File: config.mk
export PLATFORM = sky130hd
export DESIGN_NAME = ifetch_queue
export DESIGN_NICKNAME = d
export VERILOG_FILES = /design/src/rtl/ifetch_queue.sv
export SDC_FILE = /design/constraint.sdc
export NUM_CORES = 1
export LEC_CHECK = 0
export BUFFER_PORTS_ARGS = -buffer_cell sky130_fd_sc_hd__buf_2
export CORE_MARGIN = 1
export CORE_UTILIZATION = 63
export DETAILED_ROUTE_END_ITERATION = 8
export GPL_TIMING_DRIVEN = 0
export PLACE_DENSITY_LB_ADDON = 0.12
export SKIP_LAST_GASP = 1
export SLEW_MARGIN = 20
export SYNTH_ARGS = -nofsm -noshare
export SYNTH_HDL_FRONTEND = slang
export SYNTH_SLANG_ARGS = --single-unit
export TNS_END_PERCENT = 1
File: constraint.sdc
create_clock -name clk -period 15.7 [get_ports clk]
set_clock_uncertainty 0.2 [all_clocks]
set_input_delay 4.71 -clock clk [delete_from_list [all_inputs] [get_ports clk]]
set_output_delay 4.71 -clock clk [all_outputs]
set_load 0.02 [all_outputs]
File: src/rtl/ifetch_queue.sv
// ifetch_queue
//   Instruction fetch queue between the PC and decode. Each cycle the current
//   fetch address is issued to instruction memory (split address/data
//   handshake) and an in-order slot is reserved for it. Misaligned addresses
//   get a pre-filled address-error slot and no memory request. Entries
//   {pc, inst, adel} are handed to decode over valid/ready. A redirect
//   (flush_i) empties the queue and counts the still-outstanding responses
//   so they can be discarded when they return.
//
//   Optional feature macro: IFETCH_BYPASS_EN -- when defined, read data that
//   fills the head slot is presented to decode combinationally in the same
//   cycle.
//
// Ports
//   clk, rst_n         clock, asynchronous active-low reset
//   pc_address         current fetch address (already redirected)
//   alignment_error    pc_address[1:0] != 0
//   flush_i            redirect this cycle
//   stall_o            1 = pc_address not consumed this cycle
//   inst_req/inst_addr memory request valid / address
//   inst_addr_ok       memory accepted the request
//   inst_data_ok       in-order read data returned, inst_rdata valid
//   out_valid/out_ready decode handshake
//   out_pc/out_inst/out_adel head entry contents
module ifetch_queue #(
    parameter int DEPTH = 4
) (
    input  logic        clk,
    input  logic        rst_n,
    input  logic [31:0] pc_address,
    input  logic        alignment_error,
    input  logic        flush_i,
    output logic        stall_o,
    output logic        inst_req,
    output logic [31:0] inst_addr,
    input  logic        inst_addr_ok,
    input  logic        inst_data_ok,
    input  logic [31:0] inst_rdata,
    output logic        out_valid,
    input  logic        out_ready,
    output logic [31:0] out_pc,
    output logic [31:0] out_inst,
    output logic        out_adel
);

    localparam int PW = $clog2(DEPTH);
    localparam int CW = PW + 1;

    typedef logic [PW-1:0] ptr_t;
    typedef logic [CW-1:0] cnt_t;

    logic [31:0]      slot_pc   [DEPTH];
    logic [31:0]      slot_inst [DEPTH];
    logic [DEPTH-1:0] slot_adel;
    logic [DEPTH-1:0] slot_filled;

    ptr_t head_ptr;
    ptr_t alloc_ptr;
    cnt_t count;
    cnt_t drop_cnt;

    ptr_t fill_ptr;
    logic fill_found;
    cnt_t pend;
    cnt_t drop_flush;
    logic space;
    logic alloc;
    ptr_t alloc_idx;
    logic fill_en;
    logic pop;
    logic byp_pop;

    // The oldest unfilled occupied slot is the fill target; misaligned slots
    // are born filled, so they are skipped naturally. The same scan counts
    // the outstanding aligned fetches needed when a flush drops them.
    always_comb begin
        pend       = '0;
        fill_found = 1'b0;
        fill_ptr   = head_ptr;
        for (int k = DEPTH - 1; k >= 0; k--) begin
            if ((CW'(k) < count) && !slot_filled[head_ptr + PW'(k)]) begin
                pend       = pend + cnt_t'(1);
                fill_found = 1'b1;
                fill_ptr   = head_ptr + PW'(k);
            end
        end
    end

    // On a flush the returning beat (if any) retires one of the old pending
    // fetches, whichever bucket it was headed for.
    assign drop_flush = drop_cnt + pend - cnt_t'(inst_data_ok);

    // An allocation in the flush cycle sees the post-flush queue (empty)
    // but must still leave room for every response that will be dropped.
    assign space = rst_n && (flush_i ? (drop_flush < cnt_t'(DEPTH))
                                     : ((count + drop_cnt) < cnt_t'(DEPTH)));

    assign inst_req  = space && !alignment_error;
    assign inst_addr = pc_address;
    assign alloc     = space && (alignment_error || inst_addr_ok);
    assign stall_o   = !alloc;
    assign alloc_idx = flush_i ? '0 : alloc_ptr;

    assign fill_en = inst_data_ok && (drop_cnt == '0) && fill_found && !flush_i;

    assign out_pc   = slot_pc[head_ptr];
    assign out_adel = slot_adel[head_ptr];

`ifdef IFETCH_BYPASS_EN
    logic byp;
    assign byp       = fill_en && (fill_ptr == head_ptr);
    assign out_valid = !flush_i && (count != '0) && (slot_filled[head_ptr] || byp);
    assign out_inst  = byp ? inst_rdata : slot_inst[head_ptr];
    assign byp_pop   = byp && out_ready;
`else
    assign out_valid = !flush_i && (count != '0) && slot_filled[head_ptr];
    assign out_inst  = slot_inst[head_ptr];
    assign byp_pop   = 1'b0;
`endif

    assign pop = out_valid && out_ready;

    always_ff @(posedge clk or negedge rst_n) begin
        if (!rst_n) begin
            head_ptr    <= '0;
            alloc_ptr   <= '0;
            count       <= '0;
            drop_cnt    <= '0;
            slot_filled <= '0;
            slot_adel   <= '0;
            for (int i = 0; i < DEPTH; i++) begin
                slot_pc[i]   <= '0;
                slot_inst[i] <= '0;
            end
        end else begin
            if (flush_i) begin
                head_ptr    <= '0;
                alloc_ptr   <= alloc ? ptr_t'(1) : '0;
                count       <= alloc ? cnt_t'(1) : '0;
                drop_cnt    <= drop_flush;
                slot_filled <= '0;
            end else begin
                head_ptr  <= head_ptr + ptr_t'(pop);
                alloc_ptr <= alloc_ptr + ptr_t'(alloc);
                count     <= count + cnt_t'(alloc) - cnt_t'(pop);
                if (inst_data_ok && (drop_cnt != '0))
                    drop_cnt <= drop_cnt - cnt_t'(1);
                if (fill_en) begin
                    slot_inst[fill_ptr] <= inst_rdata;
                    // A bypassed entry retires this cycle; its slot stays free.
                    if (!byp_pop)
                        slot_filled[fill_ptr] <= 1'b1;
                end
            end
            // Allocation never targets the slot being filled or popped.
            if (alloc) begin
                slot_pc[alloc_idx]     <= pc_address;
                slot_inst[alloc_idx]   <= '0;
                slot_adel[alloc_idx]   <= alignment_error;
                slot_filled[alloc_idx] <= alignment_error;
            end
        end
    end

endmodule

==> results.txt, run 1 <==
HPWL after DPL: 22.97 mm
Flops & latches, synth: 274
Slowest CP cell: or3b_2
Yosys top cell by area: dfrtp_1
Share of cells above drive strength 1: 0.3541
Crit path required time: 10.79 ns
Num ports: 171
PwrDens: 204.2 nW/µm²
Vias in the first global route: 10514
Final Hold Viols: 0
Post-layout worst setup margin: 3.368 ns
Worst vdd ir: 0.1190 mV
Crit-path cells: buf_2 > ha_1 > inv_1 > ha_1 > fa_1 > xor2_1 > xnor2_1 > xor2_1 > xnor2_2 > nor2_1 > or3b_2 > buf_2
Place WS: 3.380 ns
Clk slew on worst S/H paths: 0.06 ns
Asr flop ratio synth: 1.000
Post-CTS Resized: 0
ANT nets after route: 0
Latest clock arrival within the worst-skew pair: 0.56 ns
Die Span X: 148.1 µm
Worst Setup End Kind: output port
CP Max Fanout: 5
WL/cell: 21.07 µm
Clock tree sinks: 274
Finished Cell Area: 15590 µm²
Max Cap Viol: 0
Ys flop type: dfrtp_1
Synthesized cell area: 13440 µm²
Root Buffer Master: clkbuf_16
Synth Instances: 1126
Fmax: 81.09 MHz
First-pass GRT wire length: 54.95 mm
Crit-path max cell delay: 0.51 ns
Num CTS Buffers: 29
Dpl cell area: 14700 µm²
CTS Hold Bufs: 0
Maximum clock path buffer count: 3
Finish-stage setup viols: 0
Initial Utilization: 0.6416
ANT cells: 0
Unique masters post-synth: 47
Area Growth Syn to Fin: 15.99%
Hold crit path type: reg -> reg
Post-layout min period: 12.33 ns
Crit path DAT: 7.42 ns
Startpoint Class: input port
Die H: 148.1 µm
Vias per cell: 6.255
Core Area: 20960 µm²
Largest net degree at the start of global routing: 100
Residual DRC: 0
Max H-tree Level: 1
Post-synth top area share: 0.5100
Crit Path Category: in -> out
Total Routing Usage GR: 0.3228
Outcome: complete, no violations
Syn avg cell area: 11.94 µm²
Slew Limit Headroom: 0.3560
Slew Viols, Final: 0
Final setup TNS: 0 ns
Grt total ovfl: 0
Seq/Total Area, Yosys: 0.5100
Leakage: 7.000 nW
DRT Pass-1 Iters: 5
Final wirelength: 34.17 mm
Post-CTS Setup Bufs: 0
# nets final: 1417
Yosys synthesis warning count: 0
CTS tree: done
Unrepaired setup endpoints after global routing: no
Post-synth EDFFs: 0
GPL Wtd Cong: 0.8935
Synthesized Nets: 1214
Synth area leaders: dfrtp_1 51%, mux4_2 12%, mux2_2 11%
# fillers: 1445
Die ar.: 21930 µm²
Slew at the pin closest to its max-slew limit: 0.9660 ns
Crit share post-route: 0.7855
Total vias in the final route: 10146
Initial antenna violation count: 0
Detailed Route Iter0 Violations: 793
Port buffer count: 170
# rows: 53
## cells in the mapped netlist, types with 10 or more instances
cell / count
nand2_1: 10
buf_1: 13
mux2_2: 126
ha_1: 15
clkbuf_1: 66
inv_1: 17
mux4_2: 69
buf_4: 37
buf_2: 13
dfrtp_1: 274
nand3_1: 132
a21oi_1: 134
o21ai_0: 136
nor2_1: 17
## stage by stage
step	hold WS (ns)	cells	utilization	total power, mW
5_1_grt	0.3099	1622	0.7441	3.362
6_report	0.3012	1622	0.7441	3.184
2_1_floorplan	0.2752	1126	-	2.094
4_1_cts	0.3036	1622	0.7441	3.175
3_5_place_dp	0.2901	1573	0.7017	2.516
3_3_place_gp	0.2840	1571	0.6986	2.455
## registers in the layout, summed over array words and instances (netlist names)
name and count:
slot_inst 128, count 3, head_ptr 2, drop_cnt 3, slot_adel 4, slot_filled 4, alloc_ptr 2, slot_pc 128
## report_power, final
part           total [mW]  switching [mW]  internal, mW
registers            1.16           0.158          1.00
logic                1.37           0.791         0.580
clock network       0.650           0.281         0.368
total                3.18            1.23          1.95
## area by class of cell
class,count,area (µm²),area share
Buffer,134,683.2,0.04381
Multi-Input combinational cell,700,5837,0.3743
Clock buffer,43,838.3,0.05376
Sequential cell,274,6857,0.4397
Inverter,18,67.56,0.004333
Clock inverter,6,51.30,0.003290
Tap cell,275,344.1,0.02207
Timing Repair Buffer,172,915.9,0.05873
## worst max-delay path: cells and delay by family
family | cells | cell delay [ns]
buffers and inverters | 3 | 0.35
and+or+nand+nor | 2 | 0.63
xor gates and xnor gates | 4 | 0.83
adders and majority gates | 3 | 0.90
## final timing paths
| path | start | to | slack [ns] | cells after the start |
|---|---|---|---|---|
| setup / recovery | inst_data_ok | stall_o | 3.37 | 12 |
| hold / removal | slot_pc[55] | slot_pc[55] | 0.30 | 1 |
| setup reg to reg | head_ptr[0] | count[2] | 9.70 | 24 |
| hold reg to reg | slot_pc[55] | slot_pc[55] | 0.30 | 1 |
| max in group asynchronous | rst_n | slot_pc[83] | 10.40 | 2 |
| min in group asynchronous | rst_n | slot_inst[122] | 3.95 | 1 |
## placed cells by master (no fill, tap or decap), types with 10 or more instances in the layout
cell / Yosys / layout
a21oi_1: 134 / 134
buf_1: 13 / 13
buf_2: 13 / 182
buf_4: 37 / 37
clkbuf_1: 66 / 74
clkbuf_16: 0 / 29
dfrtp_1: 274 / 274
ha_1: 15 / 15
inv_1: 17 / 17
mux2_2: 126 / 126
mux4_2: 69 / 69
nand2_1: 10 / 10
nand3_1: 132 / 132
nor2_1: 17 / 17
o21ai_0: 136 / 136
## routing by layer
layer | vias up | global-route usage | part of all wire
met5 | - | 0 | 0
met4 | 0 | 0.1216 | 0.028
met3 | 81 | 0.06718 | 0.084
met2 | 475 | 0.5495 | 0.51
met1 | 5084 | 0.4093 | 0.38
li1 | 4506 | - | -
## cell families (layout without fill, tap and decap cells)
logic type | count (synthesis) | in the layout | share of synthesized area
AO/OA/AOI/OAI | 290 | 290 | 0.1133
AND/OR/NAND/NOR | 179 | 179 | 0.06794
multiplexers | 200 | 200 | 0.2263
adder cells (fa/ha/maj) | 17 | 17 | 0.01694
XOR/XNOR | 14 | 14 | 0.009679
flip-flops | 274 | 274 | 0.5100
buffers and inverters | 152 | 373 | 0.05584
Note: power is estimated with default switching activity, not from simulation.
==> run 2: changes to the inputs <==
--- a/config.mk
+++ b/config.mk
@@ -7,7 +7,7 @@
 export LEC_CHECK = 0
 export BUFFER_PORTS_ARGS = -buffer_cell sky130_fd_sc_hd__buf_2
 export CORE_MARGIN = 1
-export CORE_UTILIZATION = 63
+export CORE_UTILIZATION = 53
 export DETAILED_ROUTE_END_ITERATION = 8
 export GPL_TIMING_DRIVEN = 0
 export PLACE_DENSITY_LB_ADDON = 0.12
==> constraint.sdc (replaced) <==
create_clock -name clk -period 10.43 [get_ports clk]
set_clock_uncertainty 0.2 [all_clocks]
set_input_delay 3.129 -clock clk [delete_from_list [all_inputs] [get_ports clk]]
set_output_delay 3.129 -clock clk [all_outputs]
set_load 0.02 [all_outputs]
==> run 2 against run 1 <==
Total power rose by 53%. Critical path depth unchanged. Wire length rose by 3.5%. Global-route usage shrank 4.4 points. Sequential share of layout area shrank 0.48 points. Die area is 19% higher. Hold slack about the same. Critical path type unchanged.
==> results.txt, run 2 (synthesized netlist as in run 1, its figures left out) <==
Outcome: complete, no violations (unchanged)
CTS tree: done (unchanged)
Num CTS Buffers: 29 (unchanged)
Die ar.: 26010 µm² (was 21930 µm²)
Post-CTS Setup Bufs: 0 (unchanged)
Place WS: 1.322 ns (was 3.380 ns)
Clock tree sinks: 274 (unchanged)
Detailed Route Iter0 Violations: 956 (was 793)
Post-layout min period: 9.114 ns
Initial antenna violation count: 0 (unchanged)
GPL Wtd Cong: 0.8422 (was 0.8935)
Vias in the first global route: 10560 (was 10514)
Slew Viols, Final: 0 (unchanged)
Maximum clock path buffer count: 3 (unchanged)
# nets final: 1418 (was 1417)
Fmax: 109.7 MHz
Residual DRC: 0 (unchanged)
Largest registers: slot_inst (128), slot_pc (128) (unchanged)
Startpoint Class: input port (unchanged)
Finish-stage setup viols: 0 (unchanged)
Crit Path Category: in -> out (unchanged)
# rows: 57 (was 53)
Clk slew on worst S/H paths: 0.06 ns (about the same)
Fin util: 0.6408 (was 0.7441)
PwrDens: 308.2 nW/µm² (was 204.2 nW/µm²)
Post-CTS Resized: 0 (unchanged)
Total vias in the final route: 10172 (was 10146)
Slew Limit Headroom: 0.3324 (was 0.3560)
Slew at the pin closest to its max-slew limit: 1.001 ns (was 0.9660 ns)
Worst hold path startpoint: slot_pc[20] (was slot_pc[55])
ANT nets after route: 0 (unchanged)
Worst vdd ir: 0.1636 mV (was 0.1190 mV)
Latest clock arrival within the worst-skew pair: 0.54 ns (was 0.56 ns)
Worst Hold End: slot_pc[20] (was slot_pc[55])
ANT cells: 0 (unchanged)
Layout Cells excl Fill: 1676 (was 1622)
CP Max Fanout: 5 (unchanged)
Unrepaired setup endpoints after global routing: no (unchanged)
Max Cap Viol: 0 (unchanged)
Area of the multi-input gates: 5837 µm² (unchanged)
Total Routing Usage GR: 0.2787 (was 0.3228)
Die Span X: 161.3 µm (was 148.1 µm)
Crit path DAT: 5.78 ns (was 7.42 ns)
First-pass GRT wire length: 56.64 mm (was 54.95 mm)
Leakage: 7.053 nW (was 7.000 nW)
Post-layout worst setup margin: 1.316 ns (was 3.368 ns)
Core Area: 24600 µm² (was 20960 µm²)
Crit path required time: 7.10 ns (was 10.79 ns)
Die H: 161.3 µm (was 148.1 µm)
Crit share post-route: 0.8738
Area Growth Syn to Fin: 17.27% (was 15.99%)
Reg area: 6857 µm² (unchanged)
Num ports: 171 (unchanged)
CTS Hold Bufs: 0 (unchanged)
Vias per cell: 6.069 (was 6.255)
Worst Setup End Kind: output port (unchanged)
Commonest non-fill, non-tap cell in the layout: dfrtp_1 (unchanged)
R2R Path End: count[2] (unchanged)
Reg2reg path depth: 23 (was 24)
WL/cell: 21.09 µm (was 21.07 µm)
Critical R2R Launch: head_ptr[1] (was head_ptr[0])
Commonest cells after routing, fill and taps aside: 274 x dfrtp_1, 182 x buf_2, 136 x o21ai_0, 134 x a21oi_1, 132 x nand3_1 (unchanged)
# fillers: 1978 (was 1445)
# placed instances: 1623 (was 1573)
Share of cells above drive strength 1: 0.3580 (was 0.3541)
Final wirelength: 35.35 mm (was 34.17 mm)
Largest net degree at the start of global routing: 85 (was 100)
Worst R2R Setup Slack: 4.46 ns (was 9.70 ns)
DRT Pass-1 Iters: 5 (unchanged)
Port buffer count: 170 (unchanged)
Grt total ovfl: 0 (unchanged)
Hold depth: 1 (unchanged)
HPWL after DPL: 23.38 mm (was 22.97 mm)
Root Buffer Master: clkbuf_16 (unchanged)
Initial Utilization: 0.5464 (was 0.6416)
Max H-tree Level: 1 (unchanged)
Final Hold Viols: 0 (unchanged)
Hold crit path type: reg -> reg (unchanged)
[run 2: changes by cell type in the layout (fill, tap and decap cells not counted), sizes merged]
cell	before	now
clkinv	4	5
bufinv	0	2
buf	238	239
clkinvlp	0	1
clkbuf	111	112
inv	20	19
[run 2: how the worst max path moves through the flow]
| stage | startpoint | endpoint | slack [ns] |
|---|---|---|---|
| 6_report | inst_data_ok | stall_o | 1.32 |
| 5_1_grt | inst_data_ok | stall_o | 1.12 |
| 4_1_cts | inst_data_ok | stall_o | 1.30 |
| 3_5_place_dp | inst_data_ok | stall_o | 1.32 |
| 3_3_place_gp | rst_n | stall_o | -1.97 |
| 2_1_floorplan | inst_data_ok | inst_req | 1.48 |
[run 2: where the power goes]
part	total (mW)	leakage, nW	internal (mW)	switching (mW)
clock	1.05	0.482	0.623	0.426
combinational	2.07	2.93	0.871	1.20
sequential	1.73	3.64	1.51	0.222
[run 2: layer usage]
layer  global-route usage  wire [µm]  share of wire  vias to the layer above
li1                     -          -              -                     4517
met1               0.3729      14460           0.41                     5184
met2               0.4724      17570           0.50                      415
met3              0.04622       2599          0.074                       56
met4              0.07676        721          0.020                        0
met5                    0          0              0                        -
[run 2: through the flow]
stage | cell area [µm²] | power (mW) | hold slack [ns] | setup TNS (ns)
detailed placement | 14790 | 3.806 | 0.2903 | 0
global route | 15770 | 5.140 | 0.3141 | 0
floorplan | 13440 | 3.151 | 0.2752 | 0
finish | 15770 | 4.858 | 0.3014 | 0
CTS | 15770 | 4.868 | 0.3038 | 0
global placement | 14700 | 3.734 | 0.2836 | -27.68
[run 2: worst max-delay path, stage by stage]
cell,delay (ns)
buf_2,0.13
ha_1,0.28
inv_1,0.04
ha_1,0.19
fa_1,0.43
xor2_1,0.20
xnor2_1,0.15
xor2_1,0.25
xnor2_2,0.20
nor2_1,0.11
or3b_2,0.50
buf_2,0.18
[run 2: layout make-up]
class                      count  area share
timing repair buffer         173     0.05984
clock buffer                  44     0.05531
inverter                      18    0.004285
multi-input combinational    700      0.3702
sequential                   274      0.4349
clock inverter                 9    0.006428
buffer                       134     0.04333
tap                          324     0.02571
==> run 3: changes to the inputs <==
--- a/config.mk
+++ b/config.mk
@@ -11,6 +11,7 @@
 export DETAILED_ROUTE_END_ITERATION = 8
 export GPL_TIMING_DRIVEN = 0
 export PLACE_DENSITY_LB_ADDON = 0.12
+export RECOVER_POWER = 100
 export SKIP_LAST_GASP = 1
 export SLEW_MARGIN = 20
 export SYNTH_ARGS = -nofsm -noshare
==> constraint.sdc (replaced) <==
create_clock -name clk -period 8.3 [get_ports clk]
set_clock_uncertainty 0.2 [all_clocks]
set_input_delay 2.49 -clock clk [delete_from_list [all_inputs] [get_ports clk]]
set_output_delay 2.49 -clock clk [all_outputs]
set_load 0.02 [all_outputs]
==> run 3 against run 2 <==
The run now ends with capacitance limit, slew limit left. Die area stayed put. Via count is 0.47% higher. First-iteration DRC count is 1.9% lower. Sequential cell count stayed put. Largest cell class unchanged.
==> results.txt, run 3 (synthesized netlist as in run 1, its figures left out) <==
Outcome: finished, violations left (was complete, no violations)
Failing checks: capacitance limit, slew limit
Slew at the pin closest to its max-slew limit: 4.413 ns (was 1.001 ns)
CP Max Fanout: 10 (was 5)
Root Buffer Master: clkbuf_16 (unchanged)
Fmax: 125.7 MHz
ANT nets after route: 0 (unchanged)
Final setup TNS: 0 ns (unchanged)
Crit path required time: 5.61 ns (was 7.10 ns)
Worst vdd ir: 0.2000 mV (was 0.1636 mV)
Post-layout min period: 7.956 ns
Core Area: 24600 µm² (unchanged)
Total Routing Usage GR: 0.2787 (unchanged)
Crit Path Category: reg -> out (was in -> out)
# rows: 57 (unchanged)
Dpl cell area: 14790 µm² (unchanged)
Die ar.: 26010 µm² (unchanged)
Num ports: 171 (unchanged)
HPWL after DPL: 23.38 mm (unchanged)
Crit path DAT: 5.27 ns (was 5.78 ns)
Worst R2R Setup Slack: 1.82 ns (was 4.46 ns)
Slew Viols, Final: 152 (was 0)
Critical R2R Launch: head_ptr[0] (was head_ptr[1])
Maximum clock path buffer count: 3 (unchanged)
CTS tree: done (unchanged)
Area Growth Syn to Fin: 15.72% (was 17.27%)
Max H-tree Level: 1 (unchanged)
Area of the multi-input gates: 5823 µm² (was 5837 µm²)
Unrepaired setup endpoints after global routing: no (unchanged)
Clk slew on worst S/H paths: 0.06 ns (about the same)
Reg2reg path depth: 20 (was 23)
Residual DRC: 0 (unchanged)
Clock tree sinks: 274 (unchanged)
Post-layout worst setup margin: 0.3439 ns (was 1.316 ns)
First-pass GRT wire length: 56.64 mm (unchanged)
Worst hold margin: 0.2842 ns (was 0.3014 ns)
Layout Cells excl Fill: 1676 (unchanged)
Detailed Route Iter0 Violations: 938 (was 956)
Worst Hold End: slot_pc[125] (was slot_pc[20])
Worst hold path startpoint: slot_pc[125] (was slot_pc[20])
Max Cap Viol: 2 (was 0)
# nets final: 1418 (unchanged)
Share of cells above drive strength 1: 0.2796 (was 0.3580)
Vias in the first global route: 10560 (unchanged)
Vias per cell: 6.098 (was 6.069)
Slew Limit Headroom: -1.942 (was 0.3324)
# placed instances: 1623 (unchanged)
Commonest cells after routing, fill and taps aside: 274 x dfrtp_1, 181 x clkbuf_1, 136 x o21ai_0, 134 x a21oi_1, 132 x nand3_1 (was 274 x dfrtp_1, 182 x buf_2, 136 x o21ai_0, 134 x a21oi_1, 132 x nand3_1)
Total power: 6.011 mW (was 4.858 mW)
Finished Cell Area: 15560 µm² (was 15770 µm²)
Total vias in the final route: 10220 (was 10172)
Num CTS Buffers: 29 (unchanged)
Die H: 161.3 µm (unchanged)
Post-CTS Setup Bufs: 0 (unchanged)
WL/cell: 21.09 µm (about the same)
R2R Path End: slot_inst[117] (was count[2])
Reg area: 6857 µm² (unchanged)
Hold depth: 1 (unchanged)
Initial Utilization: 0.5464 (unchanged)
# fillers: 2055 (was 1978)
Initial antenna violation count: 0 (unchanged)
PwrDens: 386.3 nW/µm² (was 308.2 nW/µm²)
Fin util: 0.6323 (was 0.6408)
Leakage: 6.674 nW (was 7.053 nW)
Final Hold Viols: 0 (unchanged)
Place WS: 0.4699 ns (was 1.322 ns)
Largest net degree at the start of global routing: 85 (unchanged)
GPL Wtd Cong: 0.8422 (unchanged)
ANT cells: 0 (unchanged)
Largest registers: slot_inst (128), slot_pc (128) (unchanged)
Die Span X: 161.3 µm (unchanged)
Worst Setup End Kind: output port (unchanged)
Hold crit path type: reg -> reg (unchanged)
Final wirelength: 35.35 mm (about the same)
Crit share post-route: 0.9586
Grt total ovfl: 0 (unchanged)
Port buffer count: 170 (unchanged)
Latest clock arrival within the worst-skew pair: 0.54 ns (about the same)
DRT Pass-1 Iters: 5 (unchanged)
Finish-stage setup viols: 0 (unchanged)
Commonest non-fill, non-tap cell in the layout: dfrtp_1 (unchanged)
Startpoint Class: register (was input port)
[run 3: cell count changes in the layout (fill, tap and decap cells not counted), moves of 2 or more]
| cell | before | now |
|---|---|---|
| buf_4 | 37 | 33 |
| buf_6 | 3 | 1 |
| buf_16 | 3 | 1 |
| buf_1 | 13 | 6 |
| mux2_4 | 4 | 0 |
| mux2_1 | 0 | 4 |
| buf_2 | 182 | 87 |
| clkbuf_1 | 72 | 181 |
[run 3: repair_timing]
item	in CTS	in global routing
hold buffers	0	0
resized for setup	0	1
setup endpoints to repair	0	1
[run 3: where the power goes]
| part | switching (mW) | internal (mW) |
|---|---|---|
| combinational | 1.51 | 1.01 |
| sequential | 0.279 | 1.90 |
| clock | 0.535 | 0.783 |
[run 3: critical path: stages, from the launching register on]
cell      delay, ns
dfrtp_1        0.36
buf_6          0.16
mux4_2         0.52
or3_4          0.41
inv_2          0.10
ha_1           0.25
xor2_1         0.19
xnor2_1        0.18
ha_1           0.30
inv_1          0.04
ha_1           0.19
fa_1           0.43
xor2_1         0.20
xnor2_1        0.15
xor2_1         0.25
xnor2_2        0.20
nor2_1         0.11
or3b_2         0.50
clkbuf_2       0.17
[run 3: cell type report]
| cell class | instances | area share |
|---|---|---|
| sequential | 274 | 0.4407 |
| multi-input combinational | 700 | 0.3743 |
| clock buffer | 44 | 0.05606 |
| timing repair buffer | 173 | 0.05010 |
| buffer | 134 | 0.04190 |
| tap | 324 | 0.02606 |
| clock inverter | 9 | 0.006514 |
| inverter | 18 | 0.004343 |
[run 3: how the worst max path moves through the flow]
stage,startpoint,end,cells after the start
floorplan,inst_data_ok,inst_req,10
global placement,rst_n,stall_o,4
detailed placement,inst_data_ok,stall_o,12
CTS,head_ptr[0],stall_o,18
global route,head_ptr[0],stall_o,18
finish,head_ptr[0],stall_o,18
[run 3: routing by layer]
metal / part of all wire / global-route usage
met1: 0.41 / 0.3729
met2: 0.50 / 0.4724
met3: 0.071 / 0.04622
met4: 0.021 / 0.07676
met5: 0 / 0
